$ cat src/rtl/uart_cmd_ctrl_pkg.sv
// Shared constants, error codes and FSM state encoding for the UART command frame controller.
// UART_DATA_LENGTH falls back to 8 when the surrounding build does not define it.
`ifndef UART_DATA_LENGTH
`define UART_DATA_LENGTH 8
`endif

package uart_cmd_ctrl_pkg;

    localparam logic [7:0] UART_CMD_SYNC = 8'hA5;

    localparam logic [2:0] ERR_NONE = 3'd0;
    localparam logic [2:0] ERR_LEN  = 3'd1;
    localparam logic [2:0] ERR_CHK  = 3'd2;
    localparam logic [2:0] ERR_OVR  = 3'd3;
    localparam logic [2:0] ERR_TMO  = 3'd4;

    typedef enum logic [2:0] {
        ST_IDLE   = 3'd0,
        ST_ADDR   = 3'd1,
        ST_LEN    = 3'd2,
        ST_DATA   = 3'd3,
        ST_CHK    = 3'd4,
        ST_COMMIT = 3'd5
    } cmd_state_e;

endpackage

$ cat src/rtl/uart_cmd_buf.sv
// Payload buffer for uart_cmd_ctrl: MAX_LEN x 8 register file, one synchronous write port,
// one asynchronous read port. Contents are data only and are never reset.
module uart_cmd_buf
    import uart_cmd_ctrl_pkg::*;
#(
    parameter int MAX_LEN = 16,
    parameter int IDX_W   = (MAX_LEN > 1) ? $clog2(MAX_LEN) : 1
) (
    input  logic             clk_i,
    input  logic             we_i,
    input  logic [IDX_W-1:0] waddr_i,
    input  logic [7:0]       wdata_i,
    input  logic [IDX_W-1:0] raddr_i,
    output logic [7:0]       rdata_o
);

    logic [7:0] mem_q [MAX_LEN];

    always_ff @(posedge clk_i) begin
        if (we_i) begin
            mem_q[waddr_i] <= wdata_i;
        end
    end

    assign rdata_o = mem_q[raddr_i];

endmodule

$ cat src/rtl/uart_cmd_ctrl.sv
// Command frame controller behind uart_rx: sync hunt, ADDR/LEN/payload/CHK parse, commit as a write burst.
// Optional inter-byte timeout enabled by defining UART_CMD_TIMEOUT_EN.
module uart_cmd_ctrl
    import uart_cmd_ctrl_pkg::*;
#(
    parameter int DATA_LENGTH    = `UART_DATA_LENGTH,
    parameter int ADDR_WIDTH     = 8,
    parameter int MAX_LEN        = 16,
    parameter int TIMEOUT_CYCLES = 100000
) (
    input  logic                   clk_i,
    input  logic                   rst_i,
    input  logic [DATA_LENGTH-1:0] rx_data_i,
    input  logic                   rx_data_i_v,
    output logic [ADDR_WIDTH-1:0]  wr_addr_o,
    output logic [7:0]             wr_data_o,
    output logic                   wr_o_v,
    input  logic                   wr_rdy_i,
    output logic                   busy_o,
    output logic                   done_o,
    output logic                   err_o,
    output logic [2:0]             err_code_o
);

    localparam int         IDX_W     = (MAX_LEN > 1) ? $clog2(MAX_LEN) : 1;
    localparam logic [7:0] MAX_LEN_B = 8'(MAX_LEN);

    cmd_state_e            state_q, state_d;
    logic [ADDR_WIDTH-1:0] addr_q, addr_d;
    logic [7:0]            len_q, len_d;
    logic [7:0]            cnt_q, cnt_d;
    logic [7:0]            sum_q, sum_d;
    logic                  err_q, err_d;
    logic [2:0]            code_q, code_d;
    logic                  done_q, done_d;

    logic [7:0]            rx_byte;
    logic                  buf_we;
    logic [7:0]            buf_rdata;
    logic                  commit;
    logic                  last_idx;

`ifdef UART_CMD_TIMEOUT_EN
    localparam int TMO_W = $clog2(TIMEOUT_CYCLES + 1);
    logic [TMO_W-1:0] tmo_q, tmo_d;
`endif

    assign rx_byte  = rx_data_i[7:0];
    assign commit   = (state_q == ST_COMMIT);
    assign last_idx = (cnt_q == len_q - 8'd1);

    uart_cmd_buf #(
        .MAX_LEN (MAX_LEN),
        .IDX_W   (IDX_W)
    ) u_buf (
        .clk_i   (clk_i),
        .we_i    (buf_we),
        .waddr_i (cnt_q[IDX_W-1:0]),
        .wdata_i (rx_byte),
        .raddr_i (cnt_q[IDX_W-1:0]),
        .rdata_o (buf_rdata)
    );

    always_comb begin
        state_d = state_q;
        addr_d  = addr_q;
        len_d   = len_q;
        cnt_d   = cnt_q;
        sum_d   = sum_q;
        code_d  = code_q;
        err_d   = 1'b0;
        done_d  = 1'b0;
        buf_we  = 1'b0;
`ifdef UART_CMD_TIMEOUT_EN
        tmo_d   = '0;
`endif

        unique case (state_q)
            ST_IDLE: begin
                if (rx_data_i_v && rx_byte == UART_CMD_SYNC) begin
                    state_d = ST_ADDR;
                end
            end
            ST_ADDR: begin
                if (rx_data_i_v) begin
                    addr_d  = ADDR_WIDTH'(rx_byte);
                    sum_d   = rx_byte;
                    state_d = ST_LEN;
                end
            end
            ST_LEN: begin
                if (rx_data_i_v) begin
                    if (rx_byte == 8'd0 || rx_byte > MAX_LEN_B) begin
                        err_d   = 1'b1;
                        code_d  = ERR_LEN;
                        state_d = ST_IDLE;
                    end else begin
                        len_d   = rx_byte;
                        cnt_d   = 8'd0;
                        sum_d   = sum_q + rx_byte;
                        state_d = ST_DATA;
                    end
                end
            end
            ST_DATA: begin
                if (rx_data_i_v) begin
                    buf_we = 1'b1;
                    sum_d  = sum_q + rx_byte;
                    cnt_d  = cnt_q + 8'd1;
                    if (last_idx) begin
                        state_d = ST_CHK;
                    end
                end
            end
            ST_CHK: begin
                if (rx_data_i_v) begin
                    if (rx_byte == sum_q) begin
                        cnt_d   = 8'd0;
                        state_d = ST_COMMIT;
                    end else begin
                        err_d   = 1'b1;
                        code_d  = ERR_CHK;
                        state_d = ST_IDLE;
                    end
                end
            end
            ST_COMMIT: begin
                // A byte arriving mid-commit is dropped; the burst itself carries on untouched.
                if (rx_data_i_v) begin
                    err_d  = 1'b1;
                    code_d = ERR_OVR;
                end
                if (wr_rdy_i) begin
                    cnt_d = cnt_q + 8'd1;
                    if (last_idx) begin
                        done_d  = 1'b1;
                        state_d = ST_IDLE;
                    end
                end
            end
            default: state_d = ST_IDLE;
        endcase

`ifdef UART_CMD_TIMEOUT_EN
        // Stall watchdog only while a frame is being parsed.
        if (state_q inside {ST_ADDR, ST_LEN, ST_DATA, ST_CHK} && !rx_data_i_v) begin
            if (tmo_q == TMO_W'(TIMEOUT_CYCLES - 1)) begin
                err_d   = 1'b1;
                code_d  = ERR_TMO;
                state_d = ST_IDLE;
            end else begin
                tmo_d = tmo_q + 1'b1;
            end
        end
`endif
    end

    always_ff @(posedge clk_i or posedge rst_i) begin
        if (rst_i) begin
            state_q <= ST_IDLE;
            addr_q  <= '0;
            len_q   <= 8'd0;
            cnt_q   <= 8'd0;
            sum_q   <= 8'd0;
            err_q   <= 1'b0;
            code_q  <= ERR_NONE;
            done_q  <= 1'b0;
        end else begin
            state_q <= state_d;
            addr_q  <= addr_d;
            len_q   <= len_d;
            cnt_q   <= cnt_d;
            sum_q   <= sum_d;
            err_q   <= err_d;
            code_q  <= code_d;
            done_q  <= done_d;
        end
    end

`ifdef UART_CMD_TIMEOUT_EN
    always_ff @(posedge clk_i or posedge rst_i) begin
        if (rst_i) begin
            tmo_q <= '0;
        end else begin
            tmo_q <= tmo_d;
        end
    end
`endif

    // Outputs are gated by COMMIT so they read zero outside a burst, including out of reset.
    assign wr_o_v     = commit;
    assign wr_addr_o  = commit ? addr_q + ADDR_WIDTH'(cnt_q) : '0;
    assign wr_data_o  = commit ? buf_rdata : 8'd0;
    assign busy_o     = (state_q != ST_IDLE);
    assign done_o     = done_q;
    assign err_o      = err_q;
    assign err_code_o = code_q;

endmodule

$ cat config.mk
export PLATFORM = sky130hd
export DESIGN_NAME = uart_cmd_ctrl
export DESIGN_NICKNAME = d
export VERILOG_FILES = /design/src/rtl/uart_cmd_ctrl_pkg.sv /design/src/rtl/uart_cmd_buf.sv /design/src/rtl/uart_cmd_ctrl.sv
export SDC_FILE = /design/constraint.sdc
export NUM_CORES = 1
export LEC_CHECK = 0
export CORE_UTILIZATION = 40
export DETAILED_ROUTE_END_ITERATION = 6
export DONT_BUFFER_PORTS = 1
export GPL_TIMING_DRIVEN = 1
export PLACE_DENSITY = 0.62
export RECOVER_POWER = 100
export SYNTH_ARGS = -nofsm -noshare
export SYNTH_HDL_FRONTEND = slang
export SYNTH_SLANG_ARGS = --single-unit
$ cat constraint.sdc
create_clock -name clk_i -period 2.97 [get_ports clk_i]
set_clock_uncertainty 0.05 [all_clocks]
set_input_delay 0.594 -clock clk_i [delete_from_list [all_inputs] [get_ports clk_i]]
set_output_delay 0.594 -clock clk_i [all_outputs]
set_load 0.01 [all_outputs]
* Word-level counts from Yosys, hierarchy flattened
Memory sizes are Yosys's and may differ from the RTL's. Index checks and enable logic that the tools add are counted. Widths: inputs -> output; s select.
Word-level totals: flip-flop bits (word level) 40, memory bits (writable) 128, input bits 12, output and inout port bits 23, word-level logic and storage cells 93, memories 1
Operators by class: add/subtract/negate cells 4, $lt $le $gt $ge 1, equal/unequal tests 21, muxes and demuxes 43, bitwise operators 1, reductions and logical operators 14
Memories:
- u_buf.mem_q | depth 16, bits a word 8, read ports 1, clocked after memory_dff 0, write ports 1, line uart_cmd_buf.sv:17 | logic [7:0] mem_q [MAX_LEN];
Operators with widths (number):
- $mux 8 | 12
- $mux 3 | 14
- $pmux 8 s4 | 1
- $ne 2x2->1 const B | 12
- $pmux 8 s3 | 1
- $pmux 3 s6 | 1
- $add 8x8->8 | 2
- $eq 8x8->1 | 2
- $mux 1 | 11
- $pmux 3 s3 | 1
- $reduce_bool 3->1 | 3
- $add 8x1->8 const B | 1
- $eq 8x8->1 const B | 1
- $gt 8x5->1 const B | 1
- $logic_not 8->1 | 1
- $reduce_and 8->1 | 1
- $sub 8x1->8 const B | 1
- $reduce_and 7->1 | 1
- $eq 3x2->1 const B | 2
- $eq 3x3->1 const B | 2
- $reduce_and 6->1 | 1
- $reduce_and 5->1 | 1
- $reduce_bool 4->1 | 1
- $eq 3x1->1 const B | 1
- 9 further kinds | 9

* Logic depth before layout (Yosys ltp)
Gate-level depths: netlist of run 1.
word-level depth 5, mapped depth 10, gate-level depth less buffers 10

* Hierarchy
From an unflattened synthesis of run 1, not the netlist that was laid out.
Unflattened totals: cell total of the unflattened synthesis 544, area total of the unflattened synthesis 7875.1 um^2
By module, submodules not included:
- uart_cmd_buf | instances 1, cells each 221, area an instance 4987.3 um^2, seq. area each 3843.7 um^2
- uart_cmd_ctrl | instances 1, cells each 323, area an instance 2887.8 um^2, seq. area each 975.9 um^2

* Least setup slack after synthesis of run 1
Ideal clock, no wire load.
path kind register to output, start register cnt_q[0], end output port wr_data_o[0], arrival time 2.095 ns, data required time 2.326 ns, path slack 0.231 ns, stages on the path, launching flop included 6, path buffers 2, cell sequence dfrtp_1 -> buf_2 -> buf_2 -> mux4_2 -> mux4_2 -> nor2b_1
On the way: cells in the longest elaborated chain, start to end 2
RTL lines:
- start: declaration | line uart_cmd_ctrl.sv:31 | logic [7:0] cnt_q, cnt_d;
- start signal: assignment | line uart_cmd_ctrl.sv:172 | cnt_q <= cnt_d;
- $mem_v2 16x8
- $mux 8 | line uart_cmd_ctrl.sv:193 | assign wr_data_o = commit ? buf_rdata : 8'd0;
- end: declaration | line uart_cmd_ctrl.sv:16 | output logic [7:0] wr_data_o,
No other way between the ends.

* Final worst setup path of run 1
start register cnt_q[0], end output port wr_data_o[1]
Same word-level chain as after synthesis.

==> flow_metrics.env, run 1 <==
export IMPL_seqCellArea_um2=4820
export IMPL_path_common_cell="mux4_2"
export IMPL_grt_first_pass_wirelength_um=25520
export IMPL_numCtsBuffers=17
export IMPL_yosysWarnings=0
export IMPL_min_delay_start="rx_data_i[2]"
export IMPL_final_common_cell="edfxtp_1"
export IMPL_yosysSeqAreaShare_pct=62.63
export IMPL_synthesis_area_um2=7695
export IMPL_synth_edf_count=128
export IMPL_clockBufferDepth=2
export IMPL_pin_count=35
export IMPL_syn_to_final_growth_pct=15.54
export IMPL_busiest_layer="met2"
export IMPL_wl_per_cell_um=21.37
export IMPL_cp_top_family="multiplexers"
export IMPL_ff2ff_path_depth=9
export IMPL_core_area_um2=18770
export IMPL_final_hold_viol_count=0
export IMPL_route_detailed_drc=0
export IMPL_met1_usage_pct=23.25
export IMPL_startpoint_type="flip-flop"
export IMPL_layout_common_cells="edfxtp_1, mux4_2, dfrtp_1"
export IMPL_clock_sinks=167
export IMPL_holdWs_ns=0.2142
export IMPL_setup_ws_ns=-0.06524
export IMPL_peakVddDrop_uv=391.0
export IMPL_fin_crit_ns=3.035
export IMPL_power_density_nw_per_um2=916.4
export IMPL_finish_utilization_pct=47.37
export IMPL_dr_first_iter_drc_count=308
export IMPL_drive_above_1_share_pct=21.68
export IMPL_path_cells="buf_6, clkbuf_16, mux4_2, mux4_2, nor2b_4"
export IMPL_slowest_stage="mux4_2"
export IMPL_via_count=4433
export IMPL_ant_nets=0
export IMPL_r2r_slack_ns=0.30
export IMPL_yosysUniqueCellTypes=58
export IMPL_final_max_slew_viol_count=0
export IMPL_grt_usage_pct=17.69
export IMPL_gp_congestion=0.7856
export IMPL_period_share_pct=102.2
export IMPL_worstSkewPairLatency_ns=0.43
export IMPL_synthArstFlopShare_pct=23.35
export IMPL_cts_htree_levels=4
export IMPL_slew_headroom_pct=45.74
export IMPL_cap_violations=0
export IMPL_multi_input_comb_area_um2=2795
export IMPL_ys_ff_latch=167
export IMPL_grt_overflow=0
export IMPL_antenna_found_initial=0
export IMPL_met2_usage_pct=29.27
export IMPL_required_ns=2.33
export IMPL_setup_viol=9
export IMPL_syn_inst=510
export IMPL_portBuffers=0
export IMPL_dr_pass1_iters=5
export IMPL_worst_slew_pin_slew_ns=0.8053
export IMPL_cp_num_buf_inv=2
export IMPL_violations="setup timing"
export IMPL_fmax_mhz=329.5
export IMPL_cp_data_arrival_time_ns=2.39
export IMPL_hpwlAfterDp_um=10550
export IMPL_critPathMaxFanout=5
export IMPL_clk_pin_slew_ns=0.07
export IMPL_cts_root_buf="clkbuf_16"
export IMPL_cts_tree="built"
export IMPL_synth_main_ff_cell="edfxtp_1"
export IMPL_end_kind="output port"
export IMPL_dieWidth_um=140.7
export IMPL_met3_usage_pct=3.974
export IMPL_vias_per_cell=5.597
export IMPL_antenna_cells=0
export IMPL_grt_max_degree=40
export IMPL_totalWireLength_um=16920
export IMPL_min_path_type="input port to flip-flop"
export IMPL_avgSynthCellArea_um2=15.09
export IMPL_fin_nets=578
export IMPL_whs_endpoint="u_buf.mem_q[2][2]"
export IMPL_rsz0062_at_grt="yes"
export IMPL_outcome="finished, violations left"
export IMPL_initial_core_util_pct=41.00
export IMPL_r2r_start="cnt_q[0]"
export IMPL_n_fill_cell=1584
export IMPL_slowest_delay_ns=0.55
export IMPL_grt_pass1_vias=4403
export IMPL_die_y_um=140.7
export IMPL_power_leakage_nw=3.178
export IMPL_hold_depth=0
export IMPL_row_count=50
export IMPL_r2r_end="state_q[0]"
export IMPL_synth_fp_nets=543
export IMPL_criticalPathCategory="flip-flop to output port"
export IMPL_die_area_um2=19800
==> stage by stage <==
step | cell area, um2 | setup TNS [ns] | instances | setup slack [ns] | power, mW
after floorplan | 7695 | 0 | 510 | 0.2311 | 5.067
after global placement | 8090 | 0 | 747 | 0.3093 | 5.601
after detailed placement | 8090 | 0 | 747 | 0.2875 | 5.674
after CTS | 8810 | -0.4291 | 786 | -0.05561 | 8.036
after global routing | 8891 | -1.475 | 792 | -0.1847 | 8.581
final | 8891 | -0.4704 | 792 | -0.06524 | 8.148
==> worst reg2reg max path, delay by kind of cell, from the launching register on <==
kind	cells	cell delay [ns]
buffers and inverters	3	0.71
xor gates and xnor gates	1	0.13
DFF	1	0.46
and+or+nand+nor	2	0.67
AOI/OAI and AO/OA	3	0.54
==> routing by layer <==
metal	wire, um	up-vias
li1	-	2034
met1	7482	2273
met2	8534	111
met3	696	15
met4	212	0
met5	0	-
==> cell families (layout without fill, tap and decap cells) <==
group,count (synthesis),in the layout,share of synthesized area (%)
AOI/OAI and AO/OA,73,73,6.309
xor gates and xnor gates,21,21,2.488
adders and majority gates,21,21,3.610
buffers and inverters,39,87,2.162
DFF,167,167,62.63
muxes,57,57,14.11
other,1,1,0.04873
and+or+nand+nor,131,131,8.634
==> final cells by class <==
| type | count | area share [%] |
|---|---|---|
| Sequential cell | 167 | 54.21 |
| Timing Repair Buffer | 39 | 3.898 |
| Clock inverter | 14 | 1.661 |
| Tap cell | 234 | 3.293 |
| Inverter | 16 | 0.6755 |
| Multi-Input combinational cell | 304 | 31.44 |
| Clock buffer | 18 | 4.827 |
==> how the worst max path moves through the flow <==
stage,startpoint,endpoint,cells after the start
6_report,cnt_q[0],wr_data_o[1],5
5_1_grt,cnt_q[0],wr_addr_o[6],8
4_1_cts,cnt_q[0],wr_data_o[0],5
3_5_place_dp,cnt_q[0],wr_addr_o[6],8
3_3_place_gp,cnt_q[0],wr_addr_o[6],8
2_1_floorplan,cnt_q[0],wr_data_o[0],5
==> cells in the mapped netlist (all sizes together) (15+ instances only) <==
cell | count | area (um2)
a21oi | 17 | 88.84
xnor2 | 15 | 131.4
edfxtp | 128 | 3844
dfrtp | 39 | 975.9
inv | 16 | 60.05
nor2 | 31 | 118.9
o21ai | 22 | 110.1
nand2 | 31 | 116.4
nor3 | 16 | 85.08
ha | 19 | 237.7
clkbuf | 15 | 66.31
mux4 | 40 | 900.9
==> repair_timing <==
item	in CTS	in global routing
cloned	2	3
pin swaps	8	11
hold buffers	1	0
buffers inserted	4	3
gates resized for setup	10	19
endpoints found under the setup margin	10	12
hold endpoints to repair	9	0
==> state kept, by name, summed over array words and instances, names as in the netlist <==
| signal | flops |
|---|---|
| cnt_q | 8 |
| err_o | 1 |
| err_code_o | 2 |
| done_o | 1 |
| sum_q | 8 |
| addr_q | 8 |
| state_q | 3 |
| u_buf.mem_q | 128 |
| len_q | 8 |
==> power by group <==
| group | switching, mW | internal [mW] |
|---|---|---|
| Clock | 0.906 | 1.24 |
| Sequential | 0.227 | 2.75 |
| Combinational | 1.47 | 1.55 |
Power figures use the tool's default switching activity.
==> inputs of run 2 (changes only) <==
Settings changed: CORE_UTILIZATION 40 to 62, PLACE_DENSITY 0.62 to 0.86.
==> run 2 against run 1 <==
  * The run still ends with setup timing left
  * Flip-flop and latch count is the same
  * Sequential power is essentially flat
  * Sequential share of layout area grew 1.1 points
  * Utilization grew 25 points
  * Clock power is essentially flat
  * Via count grew 4.4%
  * Non-clock buffer count shrank 7
  * Critical path depth is the same
  * First-iteration DRC count grew 84%
==> flow_metrics.env, run 2 (synthesis results as in run 1) <==
export IMPL_outcome="finished, violations left"
export IMPL_violations="setup timing"
export IMPL_worstSkewPairLatency_ns=0.42
export IMPL_layout_common_cells="edfxtp_1, mux4_2, dfrtp_1"
export IMPL_multi_input_comb_area_um2=2766
export IMPL_final_hold_viol_count=0
export IMPL_dr_first_iter_drc_count=568
export IMPL_combPwrFrac_pct=36.8
export IMPL_cp_data_arrival_time_ns=2.40
export IMPL_n_fill_cell=706
export IMPL_power_density_nw_per_um2=934.3
export IMPL_top_register="u_buf.mem_q"
export IMPL_cap_violations=0
export IMPL_r2r_start="state_q[0]"
export IMPL_r2r_end="addr_q[0]"
export IMPL_worst_slew_pin_slew_ns=0.9015
export IMPL_grt_pass1_vias=4623
export IMPL_p_int_mw=5.478
export IMPL_cts_root_buf="clkbuf_16"
export IMPL_wl_per_cell_um=24.47
export IMPL_fmax_mhz=328.0
export IMPL_core_area_um2=12060
export IMPL_cts_tree="built"
export IMPL_setup_viol=9
export IMPL_hold_buffers=0
export IMPL_fin_nets=571
export IMPL_grt_first_pass_wirelength_um=26840
export IMPL_final_max_slew_viol_count=0
export IMPL_period_share_pct=102.6
export IMPL_grt_max_degree=40
export IMPL_largest_reg_flops=128
export IMPL_pwr_share_clk_pct=26.5
export IMPL_critPathMaxFanout=13
export IMPL_required_ns=2.33
export IMPL_ant_nets=0
export IMPL_initial_core_util_pct=63.80
export IMPL_clock_sinks=167
export IMPL_power_leakage_nw=3.145
export IMPL_design_area_um2=8718
export IMPL_criticalPathCategory="flip-flop to output port"
export IMPL_instances_no_fill=718
export IMPL_vias_per_cell=6.446
export IMPL_dr_pass1_iters=7
export IMPL_grt_usage_pct=29.29
export IMPL_clockBufferDepth=2
export IMPL_slowest_stage="mux4_2"
export IMPL_totalWireLength_um=17570
export IMPL_numCtsBuffers=17
export IMPL_syn_to_final_growth_pct=13.30
export IMPL_slew_headroom_pct=39.83
export IMPL_hpwlAfterDp_um=10520
export IMPL_final_common_cell="edfxtp_1"
export IMPL_dpl_cell_area_um2=7990
export IMPL_cp_num_buf_inv=2
export IMPL_gp_congestion=0.8471
export IMPL_antenna_found_initial=0
export IMPL_peakVddDrop_uv=430.9
export IMPL_cp_top_family="multiplexers"
export IMPL_rsz0062_at_grt="yes"
export IMPL_grt_overflow=0
export IMPL_path_common_cell="mux4_2"
export IMPL_r2r_slack_ns=0.54
export IMPL_slowest_delay_ns=0.56
export IMPL_route_detailed_drc=0
export IMPL_via_count=4628
export IMPL_startpoint_type="flip-flop"
export IMPL_path_cells="buf_12, buf_16, mux4_2, mux4_2, nor2b_1"
export IMPL_min_path_type="input port to asynchronous set/reset pin"
export IMPL_ff2ff_path_depth=5
export IMPL_fin_crit_ns=3.049
export IMPL_pin_count=35
export IMPL_antenna_cells=0
export IMPL_dp_cells=677
export IMPL_end_kind="output port"
export IMPL_row_count=40
export IMPL_switching_share_pct=32.75
export IMPL_portBuffers=0
export IMPL_p_switching_mw=2.668
export IMPL_clk_pin_slew_ns=0.07
export IMPL_die_area_um2=12860
export IMPL_setup_ws_ns=-0.07866
export IMPL_seqCellArea_um2=4822
export IMPL_cts_htree_levels=4
export IMPL_seqPwrFrac_pct=36.7
export IMPL_die_y_um=113.4
export IMPL_drive_above_1_share_pct=23.27
export IMPL_dieWidth_um=113.4
## run 2: changes by cell type in the layout (fill, tap and decap cells not counted), sizes merged
cell,before,now
buf,15,27
clkbuf,41,22
clkinv,7,6
dlygate4sd3,1,0
inv,20,21
## run 2: worst register-to-register path: cells and delay by family, from the launching register on
kind / cells / cell delay (ns)
DFF: 1 / 0.33
buffers and inverters: 3 / 0.89
and+or+nand+nor: 1 / 0.61
muxes: 1 / 0.42
## run 2: final cells by class
| cell class | count | share of cell area (%) |
|---|---|---|
| clock inverters | 14 | 1.693 |
| inverters | 16 | 0.6889 |
| well taps | 168 | 2.411 |
| clock buffers | 17 | 4.879 |
| repair buffers | 32 | 3.286 |
| flip-flops and latches | 167 | 55.31 |
| multi-input cells | 304 | 31.73 |
## run 2: layer usage
layer | global-route usage [%] | wire length, um | share of wire, %
met1 | 37.26 | 6862 | 39
met3 | 6.748 | 1302 | 7.4
met2 | 48.92 | 8978 | 51
met5 | 0 | 0 | 0
met4 | 12.54 | 427 | 2.4
## run 2: stage by stage
stage               hold WS [ns]  total power, mW  TNS, ns  setup WS (ns)  util [%]
finish                    0.2013            8.145  -0.3960       -0.07866     72.28
CTS                       0.1960            8.083  -0.4913       -0.07663     72.29
global placement          0.4266            5.555        0         0.3377     66.24
detailed placement        0.4460            5.680        0         0.2888     66.24
floorplan                 0.4096            5.067        0         0.2311         -
global route              0.1976            8.487   -1.102        -0.1460     72.28
## run 2: how the worst max path moves through the flow
stage / from / to / slack, ns / cells past startpoint
floorplan: cnt_q[0] / wr_data_o[0] / 0.23 / 5
global placement: cnt_q[0] / wr_addr_o[6] / 0.34 / 8
detailed placement: cnt_q[0] / wr_addr_o[6] / 0.29 / 8
CTS: cnt_q[0] / wr_data_o[6] / -0.08 / 4
global route: cnt_q[0] / wr_addr_o[6] / -0.15 / 8
finish: cnt_q[0] / wr_data_o[4] / -0.08 / 5
## run 2: what timing repair did
item | CTS | global route
cloned | 1 | 0
setup buffers | 9 | 0
pin swaps | 11 | 9
setup endpoints to repair | 11 | 12
resized for setup | 11 | 6
## run 2: power by group through the flow
stage | combinational [mW] | sequential (mW) | clock (mW)
2_1_floorplan | 2.12 | 2.95 | 0
3_3_place_gp | 2.56 | 2.99 | 0
3_5_place_dp | 2.66 | 3.02 | 0
4_1_cts | 2.94 | 2.98 | 2.16
5_1_grt | 3.23 | 3.02 | 2.24
6_report | 3.00 | 2.99 | 2.16
==> inputs of run 3 (changes only) <==
Settings changed: SYNTH_HIERARCHICAL set to 1.
==> run 3 against run 2 <==
  * The flow finishes with violations (capacitance limit, slew limit)
  * Setup slack better by 0.11 ns
  * Register-to-register slack worse by 0.38 ns
  * First-iteration DRC count down 5.3%
  * Area after synthesis up 2.3%
  * Cell count up 4.2%
  * Die area up 2.3%
  * Non-clock buffer count down 2
==> flow_metrics.env, run 3 <==
export IMPL_post_synth_top_area_cell="edfxtp_1"
export IMPL_n_fill_cell=836
export IMPL_fin_crit_ns=2.942
export IMPL_synthesis_area_um2=7875
export IMPL_numCtsBuffers=17
export IMPL_power_leakage_nw=3.178
export IMPL_clockBufferDepth=2
export IMPL_top_register="u_buf/mem_q"
export IMPL_grt_max_degree=45
export IMPL_cp_data_arrival_time_ns=2.30
export IMPL_vias_per_cell=6.406
export IMPL_min_path_type="input port to flip-flop"
export IMPL_peakVddDrop_uv=523.9
export IMPL_final_max_slew_viol_count=40
export IMPL_die_y_um=114.7
export IMPL_hold_buffers=0
export IMPL_ff2ff_path_depth=6
export IMPL_avgSynthCellArea_um2=14.48
export IMPL_slew_headroom_pct=-45.40
export IMPL_row_count=40
export IMPL_ant_nets=0
export IMPL_dr_pass1_iters=5
export IMPL_portBuffers=0
export IMPL_totalWireLength_um=17570
export IMPL_routed_top_layer="met4"
export IMPL_outcome="finished, violations left"
export IMPL_synth_edf_count=128
export IMPL_route_detailed_drc=0
export IMPL_pin_count=35
export IMPL_criticalPathCategory="flip-flop to output port"
export IMPL_fin_nets=597
export IMPL_antenna_cells=0
export IMPL_clk_pin_slew_ns=0.06
export IMPL_wl_met3_um=1168
export IMPL_worstSkewPairLatency_ns=0.42
export IMPL_ys_ff_latch=167
export IMPL_critPathMaxFanout=3
export IMPL_wl_per_cell_um=23.49
export IMPL_dpl_cell_area_um2=8112
export IMPL_cts_htree_levels=4
export IMPL_cap_violations=1
export IMPL_power_density_nw_per_um2=808.9
export IMPL_yosysWarnings=6
export IMPL_grt_overflow=0
export IMPL_synthTopCellsByCount="edfxtp_1, dfrtp_1, nor2_1, nand2_1, mux4_2"
export IMPL_dp_slack_ns=0.2278
export IMPL_grt_pass1_vias=4872
export IMPL_synth_fp_nets=574
export IMPL_period_share_pct=99.06
export IMPL_yosysSeqAreaShare_pct=61.20
export IMPL_layout_common_cells="edfxtp_1, dfrtp_1, nand2_1"
export IMPL_instances_no_fill=748
export IMPL_dr_first_iter_drc_count=538
export IMPL_wl_met2_um=9111
export IMPL_seqCellArea_um2=4821
export IMPL_syn_inst=544
export IMPL_multi_input_comb_area_um2=2855
export IMPL_via_count=4792
export IMPL_gp_congestion=0.8923
export IMPL_worst_slew_pin_slew_ns=2.181
export IMPL_yosysUniqueCellTypes=64
export IMPL_wl_met1_um=6843
export IMPL_hold_depth=0
export IMPL_grt_first_pass_wirelength_um=26300
export IMPL_rsz0062_at_grt="yes"
export IMPL_violations="capacitance limit, slew limit"
export IMPL_initial_core_util_pct=64.49
export IMPL_setup_ws_ns=0.02778
export IMPL_design_area_um2=8717
export IMPL_end_kind="output port"
export IMPL_final_hold_viol_count=0
export IMPL_antenna_found_initial=0
export IMPL_yosys_top_cells_area="edfxtp_1, dfrtp_1, mux4_2"
export IMPL_synth_main_ff_cell="edfxtp_1"
export IMPL_cts_root_buf="clkbuf_16"
export IMPL_fmax_mhz=339.9
export IMPL_synthArstFlopShare_pct=23.35
export IMPL_dp_cells=710
export IMPL_core_area_um2=12210
export IMPL_yosysTopAreaCellShare_pct=48.81
export IMPL_die_area_um2=13160
export IMPL_largest_reg_flops=128
export IMPL_syn_to_final_growth_pct=10.69
export IMPL_final_common_cell="edfxtp_1"
export IMPL_synth_most_common_cell="edfxtp_1"
export IMPL_clock_sinks=167
export IMPL_setup_viol=0
export IMPL_required_ns=2.33
export IMPL_holdWs_ns=0.2119
export IMPL_cts_tree="built"
export IMPL_startpoint_type="flip-flop"
export IMPL_hpwlAfterDp_um=10510
export IMPL_dieWidth_um=114.7
export IMPL_drive_above_1_share_pct=15.69
export IMPL_grt_usage_pct=28.13
-- run 3: changes by cell type after synthesis, moves of 6 or more --
cell / change
mux4_1: +14
nor2_1: +8
and3_1: +6
o21ai_1: -6
nand2_1: +6
clkbuf_1: -9
mux4_2: -22
a21o_1: +6
a22oi_1: +16
-- run 3: worst paths after layout --
path	start	to	slack [ns]
worst max-delay path	cnt_q[0]	wr_addr_o[6]	0.03
worst min-delay path	rx_data_i[0]	u_buf/mem_q[4][0]	0.21
worst max register to register	state_q[1]	u_buf/mem_q[3][7]	0.16
worst min register to register	sum_q[3]	sum_q[3]	0.44
max in group asynchronous	rst_i	cnt_q[0]	0.66
min in group asynchronous	rst_i	err_code_o[0]	0.80
-- run 3: repair_timing --
item                       CTS  global route
pin swaps                    3             7
gates resized for setup     11             5
setup buffers                0             5
setup endpoints to repair    6            10
cloned                       0             1
-- run 3: per-stage QoR --
| step | utilization [%] | total power, mW | TNS, ns |
|---|---|---|---|
| finish | 71.38 | 7.051 | 0 |
| global route | 71.38 | 7.351 | -0.07200 |
| detailed placement | 66.42 | 4.747 | 0 |
| global placement | 66.42 | 4.621 | 0 |
| CTS | 71.45 | 6.990 | -0.007254 |
| floorplan | - | 4.361 | 0 |
-- run 3: final cells by class --
class                           count  area share (%)
Multi-Input combinational cell    337           32.75
Clock inverter                     15           1.852
Sequential cell                   167           55.30
Tap cell                          168           2.411
Clock buffer                       17           4.880
Timing Repair Buffer               30           2.196
Inverter                           14          0.6028
-- run 3: where the power goes --
part           leakage [nW]  switching (mW)  internal (mW)  total [mW]
clock                 0.283           0.873           1.31        2.18
combinational          1.24            1.04          0.928        1.96
sequential             1.66           0.213           2.69        2.91
-- run 3: cell families (layout without fill, tap and decap cells) --
family	Yosys count	in the layout	share of synthesized area, %
AO/OA/AOI/OAI	91	91	7.913
multiplexers	53	53	12.73
XOR/XNOR	20	20	2.224
other	1	1	0.04762
AND/OR/NAND/NOR	154	154	10.04
adder cells (fa/ha/maj)	18	18	3.051
buffers and inverters	40	76	2.796
flip-flops	167	167	61.20
-- run 3: worst max-delay path, cell delays in order, from the launching register on --
cell	delay (ns)
dfrtp_2	0.45
ha_4	0.18
fa_2	0.35
a21o_1	0.18
a21oi_2	0.15
o21bai_1	0.09
a21oi_1	0.19
xor2_1	0.20
nor2_2	0.08
-- run 3: routing by layer --
| metal | GRT usage, % | vias up |
|---|---|---|
| met4 | 12.64 | 0 |
| li1 | - | 2134 |
| met1 | 34.88 | 2417 |
| met5 | 0 | - |
| met2 | 48.00 | 209 |
| met3 | 5.982 | 32 |
